==> src/rtl/shift_exec_stage.sv <==
// -----------------------------------------------------------------------------
// shift_exec_stage
// Registered shift execute stage of the 64-bit ALU datapath. An operand pair
// and shift opcode are accepted from issue, the op goes through an operand
// latch (S1) and a result latch (S2), and the result is presented to
// writeback. Both sides use valid/ready handshakes with full backpressure.
// Throughput is one op per cycle. Latency is two cycles when not stalled.
//
// Ports
//   clk, rst_n           rising-edge clock, asynchronous active-low reset
//   flush                synchronous kill of every in-flight op
//   in_valid / in_ready  issue handshake (in_ready is combinational via out_ready)
//   in_op                00=SRL 01=SLL 10=SRA 11=PASS(a)
//   in_a, in_b, in_tag   value, shift amount (only in_b[5:0] used), dest tag
//   out_valid/out_ready  writeback handshake
//   out_y, out_zero      result and (result == 0)
//   out_carry, out_tag   last bit shifted out, tag carried through
// -----------------------------------------------------------------------------
module shift_exec_stage #(
   parameter int XLEN  = 64,
   parameter int TAG_W = 5
) (
   input  logic             clk,
   input  logic             rst_n,
   input  logic             flush,
   input  logic             in_valid,
   output logic             in_ready,
   input  logic [1:0]       in_op,
   input  logic [XLEN-1:0]  in_a,
   input  logic [XLEN-1:0]  in_b,
   input  logic [TAG_W-1:0] in_tag,
   output logic             out_valid,
   input  logic             out_ready,
   output logic [XLEN-1:0]  out_y,
   output logic             out_zero,
   output logic             out_carry,
   output logic [TAG_W-1:0] out_tag
);

   localparam int SH_W = 6;

   // S1 operand latch
   logic             s1_valid_r;
   logic [1:0]       s1_op_r;
   logic [XLEN-1:0]  s1_a_r;
   logic [SH_W-1:0]  s1_sh_r;
   logic [TAG_W-1:0] s1_tag_r;

   // S2 result latch
   logic             out_valid_r;
   logic [XLEN-1:0]  out_y_r;
   logic             out_zero_r;
   logic             out_carry_r;
   logic [TAG_W-1:0] out_tag_r;

   logic             s1_adv_s;
   logic             in_xfer_s;
   logic             out_xfer_s;
   logic [XLEN:0]    ext_s;
   logic [XLEN-1:0]  y_s;
   logic             carry_s;
   logic             zero_s;
   logic             unused_b_s;

   // Right log-shifter on a value extended by one guard bit below bit 0.
   // After shifting, the guard bit holds the last bit shifted out.
   function automatic logic [XLEN:0] shr_ext(input logic [XLEN:0] v,
                                             input logic [SH_W-1:0] sh,
                                             input logic fill);
      logic [XLEN:0] t;
      t = v;
      t = sh[0] ? {fill,        t[XLEN:1]}  : t;
      t = sh[1] ? {{2{fill}},   t[XLEN:2]}  : t;
      t = sh[2] ? {{4{fill}},   t[XLEN:4]}  : t;
      t = sh[3] ? {{8{fill}},   t[XLEN:8]}  : t;
      t = sh[4] ? {{16{fill}},  t[XLEN:16]} : t;
      t = sh[5] ? {{32{fill}},  t[XLEN:32]} : t;
      return t;
   endfunction

   // Left log-shifter on a value extended by one guard bit above the MSB.
   // After shifting, the guard bit holds the last bit shifted out.
   function automatic logic [XLEN:0] shl_ext(input logic [XLEN:0] v,
                                             input logic [SH_W-1:0] sh);
      logic [XLEN:0] t;
      t = v;
      t = sh[0] ? {t[XLEN-1:0],  1'b0}      : t;
      t = sh[1] ? {t[XLEN-2:0],  2'b0}      : t;
      t = sh[2] ? {t[XLEN-4:0],  4'b0}      : t;
      t = sh[3] ? {t[XLEN-8:0],  8'b0}      : t;
      t = sh[4] ? {t[XLEN-16:0], 16'b0}     : t;
      t = sh[5] ? {t[XLEN-32:0], 32'b0}     : t;
      return t;
   endfunction

   // Only the low six bits of the amount matter. The upper bits are folded
   // into a sink so they stay visibly ignored.
   assign unused_b_s = ^in_b[XLEN-1:SH_W];

   assign s1_adv_s   = s1_valid_r & (~out_valid_r | out_ready);
   assign in_ready   = ~s1_valid_r | s1_adv_s;
   assign in_xfer_s  = in_valid & in_ready;
   assign out_xfer_s = out_valid_r & out_ready;

   // Shift datapath: compute result and carry-out from the S1 contents.
   always_comb begin
      ext_s   = {(XLEN+1){1'b0}};
      y_s     = {XLEN{1'b0}};
      carry_s = 1'b0;
      case (s1_op_r)
         2'b00: begin
            ext_s   = shr_ext({s1_a_r, 1'b0}, s1_sh_r, 1'b0);
            y_s     = ext_s[XLEN:1];
            carry_s = ext_s[0];
         end
         2'b01: begin
            ext_s   = shl_ext({1'b0, s1_a_r}, s1_sh_r);
            y_s     = ext_s[XLEN-1:0];
            carry_s = ext_s[XLEN];
         end
         2'b10: begin
            ext_s   = shr_ext({s1_a_r, 1'b0}, s1_sh_r, s1_a_r[XLEN-1]);
            y_s     = ext_s[XLEN:1];
            carry_s = ext_s[0];
         end
         2'b11: begin
            y_s     = s1_a_r;
            carry_s = 1'b0;
         end
         default: begin
            y_s     = s1_a_r;
            carry_s = 1'b0;
         end
      endcase
      zero_s = (y_s == {XLEN{1'b0}});
   end

   // S1 operand latch: flush beats any transfer, and a new op may enter in
   // the same cycle that the held op advances into S2.
   always_ff @(posedge clk or negedge rst_n) begin
      if (!rst_n) begin
         s1_valid_r <= 1'b0;
         s1_op_r    <= 2'b00;
         s1_a_r     <= {XLEN{1'b0}};
         s1_sh_r    <= {SH_W{1'b0}};
         s1_tag_r   <= {TAG_W{1'b0}};
      end else begin
         if (flush) begin
            s1_valid_r <= 1'b0;
         end else if (in_xfer_s) begin
            s1_valid_r <= 1'b1;
         end else if (s1_adv_s) begin
            s1_valid_r <= 1'b0;
         end else begin
            s1_valid_r <= s1_valid_r;
         end
         if (in_xfer_s && !flush) begin
            s1_op_r  <= in_op;
            s1_a_r   <= in_a;
            s1_sh_r  <= in_b[SH_W-1:0];
            s1_tag_r <= in_tag;
         end
      end
   end

   // S2 result latch: reloads on advance (even while draining), otherwise
   // clears valid on an output transfer. The data holds while stalled.
   always_ff @(posedge clk or negedge rst_n) begin
      if (!rst_n) begin
         out_valid_r <= 1'b0;
         out_y_r     <= {XLEN{1'b0}};
         out_zero_r  <= 1'b0;
         out_carry_r <= 1'b0;
         out_tag_r   <= {TAG_W{1'b0}};
      end else begin
         if (flush) begin
            out_valid_r <= 1'b0;
         end else if (s1_adv_s) begin
            out_valid_r <= 1'b1;
         end else if (out_xfer_s) begin
            out_valid_r <= 1'b0;
         end else begin
            out_valid_r <= out_valid_r;
         end
         if (s1_adv_s && !flush) begin
            out_y_r     <= y_s;
            out_zero_r  <= zero_s;
            out_carry_r <= carry_s;
            out_tag_r   <= s1_tag_r;
         end
      end
   end

   assign out_valid = out_valid_r;
   assign out_y     = out_y_r;
   assign out_zero  = out_zero_r;
   assign out_carry = out_carry_r;
   assign out_tag   = out_tag_r;

endmodule

==> config.mk <==
export PLATFORM = sky130hd
export DESIGN_NAME = shift_exec_stage
export DESIGN_NICKNAME = d
export VERILOG_FILES = /design/src/rtl/shift_exec_stage.sv
export SDC_FILE = /design/constraint.sdc
export NUM_CORES = 1
export LEC_CHECK = 0
export CAP_MARGIN = 30
export CORE_ASPECT_RATIO = 0.5
export CORE_MARGIN = 10
export CORE_UTILIZATION = 60
export DETAILED_ROUTE_END_ITERATION = 16
export DONT_BUFFER_PORTS = 1
export PLACE_DENSITY = 0.89
export SLEW_MARGIN = 25
export SYNTH_ARGS = -nofsm -noshare
export SYNTH_HDL_FRONTEND = slang
export SYNTH_SLANG_ARGS = --single-unit
==> constraint.sdc <==
create_clock -name clk -period 3.4 [get_ports clk]
set_clock_uncertainty 0.1 [all_clocks]
set_input_delay 0.17 -clock clk [delete_from_list [all_inputs] [get_ports clk]]
set_output_delay 0.17 -clock clk [all_outputs]
set_load 0.05 [all_outputs]
==> key figures, run 1 <==
Run status
  • Status: stopped before the end
  • Stopping stage: 5_1_grt
  • Error msg: [ERROR GRT-0116] Global routing finished with congestion. Check the congestion regions in the DRC Viewer.

Global route
  • Pin count of the biggest net entering global routing: 151
  • GRT Overall Usage: 87.8%
  • Number of global-route vias before repair: 28.9k
  • Global-route wire length before repair: 225000 um
  • GR Overflow Total: 1128

CTS
  • Clock Tree Buf Depth: 2
  • Clock sinks: 150
  • H-tree levels: 4
  • CTS Buf Count: 17
  • CTS Root Cell: clkbuf_16

Logic synthesis
  • Top post-synthesis cells by area: dfrtp_1 (23%), mux4_2 (15%), mux2_2 (9.3%)
  • #FFs+latches synth: 150
  • Post-Syn Area: 16600 um^2
  • Mapped Cells: 1872
  • Async S/R FF share, synth: 100%
  • Syn. warnings: 0
  • Area share of the largest cell type after synthesis: 22.6%
  • Avg Inst Size Synth: 8.88 um^2
  • Synth cell types: 85
  • Number of flops mapped to enable cells by yosys: 0
  • Sequential fraction of the synthesis area: 22.6%
  • Ys flop type: dfrtp_1
  • Post-Syn Nets: 2012
  • Post-synth top area cell: dfrtp_1

Die
  • Num ports: 213
  • DIE WIDTH: 255 um
  • Initial Util: 61.9%
  • Num rows: 42
  • Chip height: 138 um

Place
  • Placement Setup Slack: -0.714 ns
  • DP Cell Count: 2641
  • IO Port Bufs: 0
  • Routability cong.: 1.61
  • Detailed Place HPWL: 72300 um
## Yosys cell counts, types with 6 or more instances
cell type and instances:
buf_1 30, o22ai_1 48, a31oi_1 18, dfrtp_1 150, clkbuf_1 129, nor4_1 12, nor3_1 31, nor2_1 140
mux2i_1 109, buf_2 30, o31ai_1 12, nand3_1 32, or2_2 8, a21oi_1 87, o21ai_0 113, a211o_1 8
nand4_1 10, nand2b_1 16, o211ai_1 37, mux4_2 109, nor2b_1 12, and3_1 12, a211oi_1 28, or3_1 6
nand2_1 290, a22oi_1 25, a22o_1 8, and2_1 13, a221oi_1 18, o32ai_1 8, a311oi_1 7, a2111oi_0 7
o22a_1 9, o2bb2ai_1 7, inv_1 9, a221o_1 8, buf_4 8, mux2_2 137, o221ai_1 12, mux4_1 17
## layer usage
layer  GRT usage [%]  overflow
met1            84.1       260
met2            98.2       423
met3            86.5       237
met4            80.0       178
met5            79.8        30
## cells by family after synthesis
group                  Yosys count  share of synthesized area (%)
AND/OR/NAND/NOR                611                           16.5
AO/OA/AOI/OAI                  514                           21.1
multiplexers                   375                           33.6
buffers and inverters          222                           6.24
flip-flops                     150                           22.6
## what timing repair did
action / in CTS
hold endpoints to repair: 229
setup endpoints to repair: 9
buffers inserted: 13
pin swaps: 20
gates cloned: 2
resized for setup: 73
hold buffers: 81
## metrics by stage
stage	instance area (um^2)	hold WS, ns
3_5_place_dp	21000	-0.221
3_3_place_gp	21000	-0.222
4_1_cts	22800	-0.702
2_1_floorplan	16700	-0.226
==> run 2: changes to the inputs <==
Settings changed: CORE_ASPECT_RATIO 0.5 to not set, CORE_UTILIZATION 60 to 40, PLACE_DENSITY 0.89 to not set, PLACE_DENSITY_LB_ADDON set to 0.15.
Clock period 3.4 ns to 4.4 ns, I/O delays scaled along.
==> run 2 against run 1 <==
The run now ends clean. Synthesized cell count stayed put. Area after synthesis stayed put.
==> key figures, run 2 <==
Pwr
  • PD cells: 565 nW/um^2
  • Switching Fraction: 53.5%
  • LEAKAGE: 0.00899 uW
  • Flop pwr share: 24.9%
  • Worst vdd ir: 0.376 mV
  • Power, Total: 12100 uW
  • Power Internal: 5640 uW
  • Sw Pwr: 6490 uW
  • Combinational fraction of design power: 62.2%
  • Clock share of power: 13.0%

Timing
  • WHS: 0.0771 ns
  • Achievable clock frequency: 229 MHz
  • Slew Limit Headroom: 24.6%
  • Final Setup Violations: 0
  • Part of the cycle the worst path needs: 99.4%
  • Slew @ Worst Pin: 1.12 ns
  • Fin. Hold Viols: 0
  • Fin crit period: 4.37 ns
  • Setup TNS: 0 ns
  • Slew Viols, Final: 0

Logic synthesis
  • Synth cell types: 85
  • Post-synth top area cell: dfrtp_1
  • Post-synthesis mux area share: 33.6%
  • Mapped Cells: 1872
  • Post-Synth Adder-Cell Area: 0%
  • Post-synthesis xor/xnor area fraction: 0%
  • Complex-gate fraction of the synthesized area: 21.1%
  • Ys flop type: dfrtp_1
  • Avg Inst Size Synth: 8.88 um^2
  • Top-count cell post-synth: nand2_1
  • Async S/R FF share, synth: 100%
  • Sequential fraction of the synthesis area: 22.6%
  • #FFs+latches synth: 150
  • Post-Syn Area: 16600 um^2
  • Number of flops mapped to enable cells by yosys: 0
  • Top post-synthesis cells by area: dfrtp_1 (23%), mux4_2 (15%), mux2_2 (9.3%)
  • Most instantiated cells after synthesis: nand2_1 (290), dfrtp_1 (150), nor2_1 (140), mux2_2 (137), clkbuf_1 (129)
  • Area share of the largest cell type after synthesis: 22.6%
  • Post-Syn Nets: 2012
  • Syn. warnings: 0
  • Main combinational cell family by area after synthesis: multiplexers
  • Synth Area in Simple Gates: 16.5%

Routing
  • Vias after detailed routing: 19.8k
  • DR WL/cell: 38.4 um
  • Drt total wl: 106000 um
  • DRC: 0
  • Via density: 7.16
  • Starting DRT DRC Count: 3305
  • TritonRoute pass-1 iters: 7
  • Antenna-violating nets left: 0

Die
  • Chip height: 224 um
  • Area of the core: 40900 um^2
  • DIE WIDTH: 224 um
  • Initial Util: 40.6%
  • Num ports: 213
  • Num rows: 74
  • Full die area: 50100 um^2

Global route
  • Global-route wire length before repair: 147000 um
  • Pin count of the biggest net entering global routing: 151
  • Initial antenna violation count: 8
  • GRT Overall Usage: 41.3%
  • Busiest grt layer: met2
  • GR Overflow Total: 0
  • Met3 Track Usage GR: 16.5%
  • GR Util met2: 58.7%
  • GR Layer Usage met1: 50.0%
  • Number of global-route vias before repair: 18.9k

Setup path
  • CP Launch Type: flip-flop
  • CP Data Arrival Time: 4.70 ns
  • Worst Path Max Fanout: 7
  • Kind of critical path: flip-flop to flip-flop
  • WP data required: 4.72 ns
  • Worst setup EP type: flip-flop

Final layout
  • Non-Filler Instances: 2763
  • Fillers: 3797
  • Reg area: 3770 um^2
  • Multi-input gate area: 11900 um^2
  • Final #Nets: 2354
  • Area growth syn-to-layout: 29.3%
  • Commonest non-fill, non-tap cell in the layout: buf_4
  • Post-Route Utilization: 52.5%
  • Most frequent cells in the layout: buf_4 (425), nand2_1 (290), dfrtp_1 (143), nor2_1 (139), mux2_2 (137)
  • Share of post-route cells with drive strength above 1: 35.1%

CTS
  • CTS Root Cell: clkbuf_16
  • CTS Buf Count: 17
  • Clock slew at reported path FFs: 0.07 ns
  • Clock Tree Buf Depth: 2
  • TritonCTS clock tree: yes
  • Clk_lat worst skew: 0.51 ns
  • H-tree levels: 4
  • Clock sinks: 150

Hold path
  • Min-Delay Path Class: input pin to flip-flop

Place
  • Routability cong.: 1.12
  • DP Cell Count: 2635
  • Detailed Place HPWL: 83100 um
  • IO Port Bufs: 0

Job
  • Max-Cap Viols: 0

Run status
  • Status: finished clean
[run 2: what timing repair did]
item	4_1_cts	5_1_grt
hold buffers	83	0
endpoints found under the hold margin	230	0
endpoints found under the setup margin	1	1
buffers inserted	1	6
resized for setup	1	17
pin swaps	0	1
cloned	0	1
[run 2: kinds of logic (layout without fill, tap and decap cells)]
kind of cell,count (synthesis),count (layout)
flops,150,150
mux,375,375
compound gates,514,514
buf+inv,222,577
simple gates,611,611
other cells,0,4
[run 2: metrics by stage]
stage / instance area (um^2) / setup slack (ns)
after global routing: 21500 / -0.000710
after global placement: 19900 / -0.292
after floorplan: 16600 / 0.756
final: 21500 / 0.0258
after detailed placement: 19900 / -0.207
after CTS: 21300 / 0.0287
[run 2: power by group through the flow]
stage | logic [uW] | registers [uW] | clock network (uW)
4_1_cts | 7050 | 3000 | 1610
2_1_floorplan | 3590 | 2720 | 0
3_3_place_gp | 6900 | 3010 | 0
5_1_grt | 7630 | 3050 | 1650
6_report | 7540 | 3020 | 1580
3_5_place_dp | 6920 | 3030 | 0
[run 2: worst paths after layout]
check	start	cells after the start	end	slack (ns)
max reg2reg	s1_sh_r[0]$_DFFE_PN0P_	13	out_zero$_DFFE_PN0P_	0.03
min reg2reg	s1_tag_r[0]$_DFFE_PN0P_	2	out_tag[0]$_DFFE_PN0P_	0.37
max	s1_sh_r[0]$_DFFE_PN0P_	13	out_zero$_DFFE_PN0P_	0.03
min in group asynchronous	rst_n	2	out_y[13]$_DFFE_PN0P_	0.29
max in group asynchronous	rst_n	2	s1_sh_r[3]$_DFFE_PN0P_	3.28
min	flush	4	out_y[52]$_DFFE_PN0P_	0.08
[run 2: area by class of cell]
| type | instances | share of cell area [%] |
|---|---|---|
| Multi-Input combinational cell | 1500 | 55.4 |
| Sequential cell | 150 | 17.6 |
| Inverter | 13 | 0.233 |
| Clock buffer | 19 | 2.11 |
| Clock inverter | 13 | 0.751 |
| Timing Repair Buffer | 532 | 20.8 |
| Antenna cell | 4 | 0.0466 |
| Tap cell | 532 | 3.10 |
[run 2: metal layers]
layer | wire length, um | vias up
li1 | - | 7886
met1 | 38700 | 9608
met2 | 43100 | 1790
met3 | 14900 | 482
met4 | 9490 | 10
met5 | 114 | -
[run 2: critical path: stages (launching register included)]
cell and delay [ns]:
dfrtp_4 0.54, buf_4 0.17, buf_4 0.17, mux4_2 0.55, mux2i_1 0.40, mux2_2 0.26, o21bai_1 0.13, a211o_1 0.34
a2111oi_2 0.36, nand4b_1 0.18, buf_4 0.20, or4_1 0.51, nor3_1 0.20, a32o_1 0.18
Note: power is estimated with default switching activity, not from simulation.
==> run 3: changes to the inputs <==
Clock period 4.4 ns to 4.1 ns, I/O delays scaled along.
==> run 3 against run 2 <==
The run now ends with negative setup slack left. Global-route usage rose by 3.0 points. First-iteration DRC count rose by 10%. Critical path type unchanged. Wire length rose by 7.0%. Maximum frequency rose by 1.7%. Critical endpoint unchanged.
==> key figures, run 3 (synthesized netlist as in run 2, its figures left out) <==
Die
  • Num ports: 213
  • Initial Util: 40.6%
  • Num rows: 74
  • Chip height: 224 um
  • Area of the core: 40900 um^2
  • DIE WIDTH: 224 um
  • Full die area: 50100 um^2

Routing
  • TritonRoute pass-1 iters: 6
  • Drt total wl: 114000 um
  • Via density: 7.11
  • DRC: 0
  • Antenna-violating nets left: 0
  • DR WL/cell: 39.1 um
  • Starting DRT DRC Count: 3642
  • Vias after detailed routing: 20.7k

Run status
  • Failing checks: negative setup slack
  • Status: complete, but fails checks

Place
  • IO Port Bufs: 0
  • Routability cong.: 1.13
  • Detailed Place HPWL: 87800 um
  • Placement Setup Slack: -0.498 ns

Global route
  • Busiest grt layer: met2
  • Number of global-route vias before repair: 20.0k
  • GR Layer Usage met1: 52.9%
  • GR Overflow Total: 0
  • Met3 Track Usage GR: 18.6%
  • GRT Overall Usage: 44.3%
  • Pin count of the biggest net entering global routing: 151
  • GR Util met2: 63.1%
  • Initial antenna violation count: 6
  • Global-route wire length before repair: 158000 um

Pwr
  • Worst vdd ir: 0.422 mV
  • LEAKAGE: 0.00983 uW
  • PD cells: 608 nW/um^2
  • Power, Total: 14000 uW

Timing
  • Part of the cycle the worst path needs: 105%
  • Slew Viols, Final: 0
  • Slew @ Worst Pin: 0.976 ns
  • Final Setup Violations: 1
  • Achievable clock frequency: 232 MHz
  • Slew Limit Headroom: 34.1%
  • Final Worst Setup Slack: -0.203 ns
  • Unrepaired setup endpoints after global routing: yes
  • Fin. Hold Viols: 0
  • Fin crit period: 4.30 ns

Setup path
  • Worst setup EP type: flip-flop
  • CP Launch Type: flip-flop
  • WP data required: 4.43 ns
  • Kind of critical path: flip-flop to flip-flop
  • Reg2Reg Setup Slack: -0.20 ns
  • Worst Path Max Fanout: 7
  • CP Data Arrival Time: 4.63 ns

Job
  • Max-Cap Viols: 0

Final layout
  • Multi-input gate area: 12200 um^2
  • Reg area: 3770 um^2
  • Share of post-route cells with drive strength above 1: 40.5%
  • Area growth syn-to-layout: 38.7%
  • Fillers: 3681
  • Most frequent cells in the layout: buf_4 (543), nand2_1 (289), dfrtp_1 (143), nor2_1 (135), mux2_2 (133)
  • Final #Nets: 2493
  • Commonest non-fill, non-tap cell in the layout: buf_4

CTS
  • CTS Buf Count: 17
  • Clock sinks: 150
  • Clock slew at reported path FFs: 0.07 ns
  • CTS Root Cell: clkbuf_16
  • TritonCTS clock tree: yes
  • Clk_lat worst skew: 0.51 ns
  • H-tree levels: 4
  • Clock Tree Buf Depth: 2

Hold path
  • Min-Delay Path Class: input pin to flip-flop
==> run 3: cell count changes in the layout (fill, tap and decap cells not counted), sizes merged <==
| cell | delta |
|---|---|
| diode | +6 |
| bufbuf | +2 |
| buf | +140 |
| clkinv | -1 |
| clkbuf | -1 |
| clkinvlp | +2 |
| inv | -4 |
==> run 3: area by class of cell <==
| type | count | share of cell area (%) |
|---|---|---|
| diodes | 10 | 0.109 |
| flip-flops and latches | 150 | 16.4 |
| clock buffers | 21 | 2.00 |
| multi-input cells | 1500 | 52.8 |
| inverters | 13 | 0.217 |
| clock inverters | 10 | 0.526 |
| repair buffers | 671 | 25.1 |
| well taps | 532 | 2.89 |
==> run 3: final timing paths <==
path	from	to	cells past startpoint
min in group asynchronous	rst_n	s1_a_r[21]$_DFFE_PN0P_	2
min	flush	out_y[44]$_DFFE_PN0P_	4
min reg2reg	s1_tag_r[3]$_DFFE_PN0P_	out_tag[3]$_DFFE_PN0P_	2
max	s1_sh_r[0]$_DFFE_PN0P_	out_zero$_DFFE_PN0P_	18
max in group asynchronous	rst_n	s1_sh_r[3]$_DFFE_PN0P_	2
max reg2reg	s1_sh_r[0]$_DFFE_PN0P_	out_zero$_DFFE_PN0P_	18
==> run 3: worst max-delay path: stages (launching register included) <==
cell and delay, ns:
dfrtp_4 0.50, buf_12 0.16, buf_12 0.13, buf_4 0.14
mux4_2 0.44, buf_4 0.15, buf_4 0.12, mux2i_1 0.16
buf_4 0.20, buf_4 0.13, nand2_1 0.08, a31oi_4 0.27
o2111ai_4 0.18, a2111oi_4 0.22, nand4b_1 0.17, buf_4 0.19
or4_1 0.54, nor3_2 0.13, a32o_2 0.18
==> run 3: timing repair <==
action,CTS,global route
hold buffers,83,0
cloned,2,0
hold endpoints to repair,229,0
endpoints found under the setup margin,1,2
pin swaps,13,22
setup buffers,11,12
gates resized for setup,47,42
==> run 3: routing by layer <==
metal	wire, um	up-vias
li1	-	8160
met1	40300	10000
met2	46200	1982
met3	16600	529
met4	10200	8
met5	356	-
==> run 3: per-stage QoR <==
stage	util (%)	area [um^2]	hold WS, ns	cells	setup TNS [ns]
finish	56.3	23100	0.0628	2907	-0.203
global route	56.3	23000	0.0867	2897	-0.220
CTS	55.6	22800	0.0384	2885	-0.0339
detailed placement	51.2	20900	-0.185	2758	-0.498
global placement	51.2	20900	-0.186	2758	-0.440
floorplan	-	16600	-0.191	1872	0
==> run 3: where the power goes <==
group | internal [uW] | total (uW) | leakage (uW) | switching, uW
Clock | 925 | 1640 | 0.000273 | 716
Combinational | 3880 | 9180 | 0.00773 | 5290
Sequential | 1820 | 3190 | 0.00182 | 1370
